## src/rtl/buffer_sender_if.sv

```systemverilog
// Bus between buffer_sender, its debug controller (start/busy/done/word) and the UART TX (tx_*).
// The master modport is the sender side; the slave modport drives the sender's inputs.
interface buffer_sender_if #(
    parameter int N       = 1208,
    parameter int NB_BYTE = 8
);
    logic               start;
    logic [N-1:0]       buffer_envio;
    logic               tx_done;
    logic               tx_start;
    logic [NB_BYTE-1:0] tx_data;
    logic               busy;
    logic               done;

    modport master (
        input  start, buffer_envio, tx_done,
        output tx_start, tx_data, busy, done
    );

    modport slave (
        output start, buffer_envio, tx_done,
        input  tx_start, tx_data, busy, done
    );
endinterface

```

## src/rtl/buffer_sender.sv

```systemverilog
// Snapshots an N-bit debug word on start and streams it LSB byte first to a UART TX, one handshake per byte.
// Optional macro BUFFER_SENDER_CHECKSUM_EN appends an XOR checksum byte after the payload.
module buffer_sender #(
    parameter int N       = 1208,
    parameter int NB_BYTE = 8
) (
    input  logic            clk,
    input  logic            reset_n,
    buffer_sender_if.master bus
);
    localparam int NBYTES = N / NB_BYTE;
`ifdef BUFFER_SENDER_CHECKSUM_EN
    localparam int FRAME = NBYTES + 1;
`else
    localparam int FRAME = NBYTES;
`endif
    localparam int IDX_W = $clog2(NBYTES + 1);
    localparam logic [IDX_W-1:0] LAST = IDX_W'(FRAME - 1);

    typedef enum logic [1:0] {IDLE, SEND, WAIT, DONE} state_e;

    state_e             state_q, state_d;
    logic [IDX_W-1:0]   idx_q, idx_d;
    logic [N-1:0]       snap_q, snap_d;
    logic               tx_start_q, tx_start_d;
    logic [NB_BYTE-1:0] tx_data_q, tx_data_d;
    logic               busy_q, busy_d;
    logic               done_q, done_d;
    logic [NB_BYTE-1:0] pay_byte;
    int                 pay_idx;
`ifdef BUFFER_SENDER_CHECKSUM_EN
    logic [NB_BYTE-1:0] csum_q, csum_d;
`endif

    always_ff @(posedge clk or negedge reset_n) begin
        if (!reset_n) begin
            state_q    <= IDLE;
            idx_q      <= '0;
            snap_q     <= '0;
            tx_start_q <= 1'b0;
            tx_data_q  <= '0;
            busy_q     <= 1'b0;
            done_q     <= 1'b0;
`ifdef BUFFER_SENDER_CHECKSUM_EN
            csum_q     <= '0;
`endif
        end else begin
            state_q    <= state_d;
            idx_q      <= idx_d;
            snap_q     <= snap_d;
            tx_start_q <= tx_start_d;
            tx_data_q  <= tx_data_d;
            busy_q     <= busy_d;
            done_q     <= done_d;
`ifdef BUFFER_SENDER_CHECKSUM_EN
            csum_q     <= csum_d;
`endif
        end
    end

    always_comb begin
        state_d = state_q;
        case (state_q)
            IDLE:    if (bus.start) state_d = SEND;
            SEND:    state_d = WAIT;
            WAIT:    if (bus.tx_done) state_d = (idx_q == LAST) ? DONE : SEND;
            DONE:    state_d = IDLE;
            default: state_d = IDLE;
        endcase
    end

    // The checksum index lies past the payload, so clamp it to keep the part-select in range.
    always_comb begin
        pay_idx  = (int'(idx_q) < NBYTES) ? int'(idx_q) : 0;
        pay_byte = snap_q[NB_BYTE*pay_idx +: NB_BYTE];
    end

    always_comb begin
        idx_d      = idx_q;
        snap_d     = snap_q;
        tx_start_d = 1'b0;
        tx_data_d  = tx_data_q;
        busy_d     = busy_q;
        done_d     = 1'b0;
`ifdef BUFFER_SENDER_CHECKSUM_EN
        csum_d     = csum_q;
`endif
        case (state_q)
            IDLE: begin
                if (bus.start) begin
                    snap_d = bus.buffer_envio;
                    idx_d  = '0;
                    busy_d = 1'b1;
`ifdef BUFFER_SENDER_CHECKSUM_EN
                    csum_d = '0;
`endif
                end
            end
            SEND: begin
                tx_start_d = 1'b1;
`ifdef BUFFER_SENDER_CHECKSUM_EN
                if (idx_q == IDX_W'(NBYTES)) begin
                    tx_data_d = csum_q;
                end else begin
                    tx_data_d = pay_byte;
                    csum_d    = csum_q ^ pay_byte;
                end
`else
                tx_data_d = pay_byte;
`endif
            end
            WAIT: begin
                if (bus.tx_done && (idx_q != LAST)) idx_d = idx_q + IDX_W'(1);
            end
            DONE: begin
                done_d = 1'b1;
                busy_d = 1'b0;
            end
            default: ;
        endcase
    end

    assign bus.tx_start = tx_start_q;
    assign bus.tx_data  = tx_data_q;
    assign bus.busy     = busy_q;
    assign bus.done     = done_q;
endmodule

```

## src/flat_wrapper.sv

```systemverilog
// flat-port wrapper written by rule: the top's interface ports become plain ports
module buffer_sender_flat 
#(
    parameter int N       = 1208,
    parameter int NB_BYTE = 8
)
  (clk, reset_n, bus_start, bus_buffer_envio, bus_tx_done, bus_tx_start, bus_tx_data, bus_busy, bus_done);
  buffer_sender_if #(.N(N), .NB_BYTE(NB_BYTE)) bus_i ();
  input  logic clk;
  input  logic reset_n;
  input wire logic [$bits(bus_i.start)-1:0] bus_start;
  input wire logic [$bits(bus_i.buffer_envio)-1:0] bus_buffer_envio;
  input wire logic [$bits(bus_i.tx_done)-1:0] bus_tx_done;
  output wire logic [$bits(bus_i.tx_start)-1:0] bus_tx_start;
  output wire logic [$bits(bus_i.tx_data)-1:0] bus_tx_data;
  output wire logic [$bits(bus_i.busy)-1:0] bus_busy;
  output wire logic [$bits(bus_i.done)-1:0] bus_done;
  assign bus_i.start = bus_start;
  assign bus_i.buffer_envio = bus_buffer_envio;
  assign bus_i.tx_done = bus_tx_done;
  assign bus_tx_start = bus_i.tx_start;
  assign bus_tx_data = bus_i.tx_data;
  assign bus_busy = bus_i.busy;
  assign bus_done = bus_i.done;
  buffer_sender #(.N(N), .NB_BYTE(NB_BYTE)) u_core (.clk(clk), .reset_n(reset_n), .bus(bus_i));
endmodule
```

## config.mk

```make
export PLATFORM = sky130hd
export DESIGN_NAME = buffer_sender_flat
export DESIGN_NICKNAME = d
export VERILOG_FILES = /design/src/rtl/buffer_sender_if.sv /design/src/rtl/buffer_sender.sv /design/src/flat_wrapper.sv
export SDC_FILE = /design/constraint.sdc
export NUM_CORES = 2
export LEC_CHECK = 0
export CORE_AREA = 5 5 468 470
export DETAILED_ROUTE_END_ITERATION = 10
export DIE_AREA = 0 0 473 475
export HOLD_SLACK_MARGIN = 0.06
export SYNTH_ARGS = -nofsm -noshare
export SYNTH_HDL_FRONTEND = slang
export SYNTH_SLANG_ARGS = --single-unit
```

## constraint.sdc

```tcl
create_clock -name clk -period 3.1 [get_ports clk]
set_input_delay 0.62 -clock clk [delete_from_list [all_inputs] [get_ports clk]]
set_output_delay 0.62 -clock clk [all_outputs]
set_load 0.01 [all_outputs]
```

==> impl_results.md <==
- Violated checks: setup timing
- Die area: between 200000 and 250000 um2
- Worst slack, placed: -664 ps
- R2R cell count: 14
- Sequential share of the synthesized area: 54.6%
- Via Count: 57400
- Final setup vio count: 8
- Post-synth top area share: 54.6%
- Largest net degree at the start of global routing: 118
- CP endpoint kind: flip-flop
- Post-synth top area cell: dfrtp_1
- Status: finished, violations left
- Nets@finish: 9572
- Core box area: 214000 um2
- RSZ-0062 raised after global routing: yes
- Max cap viols: 0
- Critical Path AT: 3990 ps
- Layout fillers: roughly 22000
- Slew Limit Fails: 0
- Yosys Warn Count: 0
- Post-layout power: 80200 uW
- Hold Vio Cnt, Final: 0
- Count of cell types in the netlist: 84
- Post-synth EDFFs: 0
- Tot GR Track Use: about 28%
- Die W: 473 um
- Highest clock rate: 0.302 GHz
- Worst Tran Pin Value: 1160 ps
- Synth area leaders: dfrtp_1 (55%), nand2_1 (25%), o22ai_1 (2.2%)
- Synth async-reset ratio: 100%
- Crit start category: flip-flop
- Mapped cell area: roughly 56000 um2
- PwrDens: between 900 and 1000 nW/um2
- Drt pass-1 iters: 7
- Synthesized Nets: 8068
- Max VDD drop: 0.613 mV
- Vert. Die Dim: 475 um
- Tcrit/Tclk final: 107%
- CTS H-Tree Depth: 4
- # DRC: 0
- Antenna-violating nets left: 0
- Slew headroom: around 23%
- DR WL/cell: approximately 29 um
- DR iter-0 viols: about 6200
- Initial antenna violation count: 97
- TritonCTS Buffers: approximately 140
- Detail Placement HPWL: 255000 um
- Synth top cells by count: nand2_1 (3781), dfrtp_1 (1229), clkbuf_1 (310)
- Count leader, synth: nand2_1
- Yosys reg bits: 1229
- Gpl congestion: 0.969
- Hold depth: 3
- Avg Synthesized Cell Area: 8.22 um2
- Fin util: between 30% and 40%
- Final setup margin: -214 ps
- Initial Util: 26.3%
- Post-Synthesis Cells: 6854
- Final setup TNS: -1210 ps
- Clock root buffer: clkbuf_16
- Synth Flop Type: dfrtp_1
- I/O Pins: 1223
- Clk sink count: 1229
- Leak: roughly 0.039 uW
- First-pass GRT wire length: 445000 um
- Critical Path RT: 3780 ps
- Clock Path Buffers: 3
- Share of cells above drive strength 1: 12.3%
- Final Critical Period: 3310 ps
- CTS tree: built
- Clk_lat worst skew: 820 ps
- Cell area after layout: 82600 um2
- Crit path max fanout: 6
- Final WL: 324000 um
- Register area: 30800 um2
- Crit Path Class: flip-flop to flip-flop
- IO Port Bufs: 1222
- Multi-input logic area: 24200 um2
- Worst Clk Skew: between 20 and 25 ps
- Grt ovf: 0
- Number of global-route vias before repair: approximately 58000
- Core Rows: 170
- Area grow syn2layout: 46.6%
- Tightest Hold Check Type: input port to flip-flop
- CTS clock-pin slew for the worst setup and hold paths: 70 ps
- Vias per cell: 5.06
- Placed inst area: 76300 um2
worst paths after layout:
| check | from | to | slack, ps |
|---|---|---|---|
| setup / recovery | u_core.idx_q[1] | u_core.bus.tx_data[4] | -210 |
| hold / removal | bus_buffer_envio[1102] | u_core.snap_q[1102] | 320 |
| setup reg to reg | u_core.idx_q[1] | u_core.bus.tx_data[4] | -210 |
| hold reg to reg | u_core.snap_q[1019] | u_core.snap_q[1019] | 470 |
| max in group asynchronous | reset_n | u_core.snap_q[224] | 1500 |
| min in group asynchronous | reset_n | u_core.snap_q[976] | 440 |
through the flow:
stage	hold slack (ps)	std cells
2_1_floorplan	324	6854
3_3_place_gp	452	11000
3_5_place_dp	456	11000
4_1_cts	251	11300
5_1_grt	291	11300
6_report	321	11300
area by class of cell:
type,instances,area share [%]
Antenna cell,35,0.106
Clock buffer,207,5.09
Clock inverter,55,0.962
Inverter,18,0.0909
Multi-Input combinational cell,5128,29.3
Sequential cell,1229,37.2
Tap cell,2838,4.30
Timing Repair Buffer,1837,22.9
sequential cells by signal, indices dropped and copies added (netlist names):
register and flops:
u_core.bus.busy 1, u_core.bus.done 1, u_core.bus.tx_data 8, u_core.bus.tx_start 1
u_core.idx_q 8, u_core.snap_q 1208, u_core.state_q 2
cells in the final DEF, fill, tap and decap left out, drive strengths merged, types with 43 or more instances in the layout:
master / count
nand2: 3781
dfrtp: 1229
clkdlybuf4s50: 1221
buf: 613
clkbuf: 207
o22ai: 202
o21ai: 178
nor2: 149
a21oi: 106
o221ai: 94
mux2i: 69
nand3: 56
nor3: 43
routing by layer:
layer,part of all wire (%),GRT usage [%],vias up
met5,0.064,0,-
met2,46,44.5,2962
li1,-,-,25500
met1,41,35.7,28300
met3,8.5,7.14,649
met4,4.9,12.2,32
critical path: stages, from the launching register on:
cell,delay [ps]
dfrtp_4,490
ha_4,180
a21o_4,230
buf_12,150
a211oi_4,270
buf_12,140
buf_12,130
buf_6,100
mux2_4,290
a222oi_1,460
nor2_1,130
a2bb2oi_2,160
o21ai_2,200
buf_6,140
o211ai_1,70
cell families (layout without fill, tap and decap cells):
family	after synthesis	count (layout)	share of synthesized area [%]
mux	94	94	1.91
flops	1229	1229	54.6
xor+xnor	4	4	0.0622
buf+inv	497	2117	3.88
fa+ha+maj	2	2	0.0444
simple gates	4137	4137	28.3
other cells	0	35	0
compound gates	891	891	11.2
timing repair:
item | 4_1_cts | 5_1_grt
setup buffers | 40 | 2
hold buffers | 1 | 0
cloned | 4 | 0
endpoints found under the setup margin | 9 | 8
pin swaps | 36 | 27
resized for setup | 110 | 25
endpoints found under the hold margin | 66 | 0
report_power, final:
group | leakage, uW | total [uW] | internal [uW] | switching [uW]
sequential | 0.0152 | 29800 | 23700 | 6100
combinational | 0.0218 | 32300 | 12800 | 19500
clock | 0.00244 | 18100 | 10500 | 7530
total | 0.0395 | 80200 | 47100 | 33100
Power figures use the tool's default switching activity.
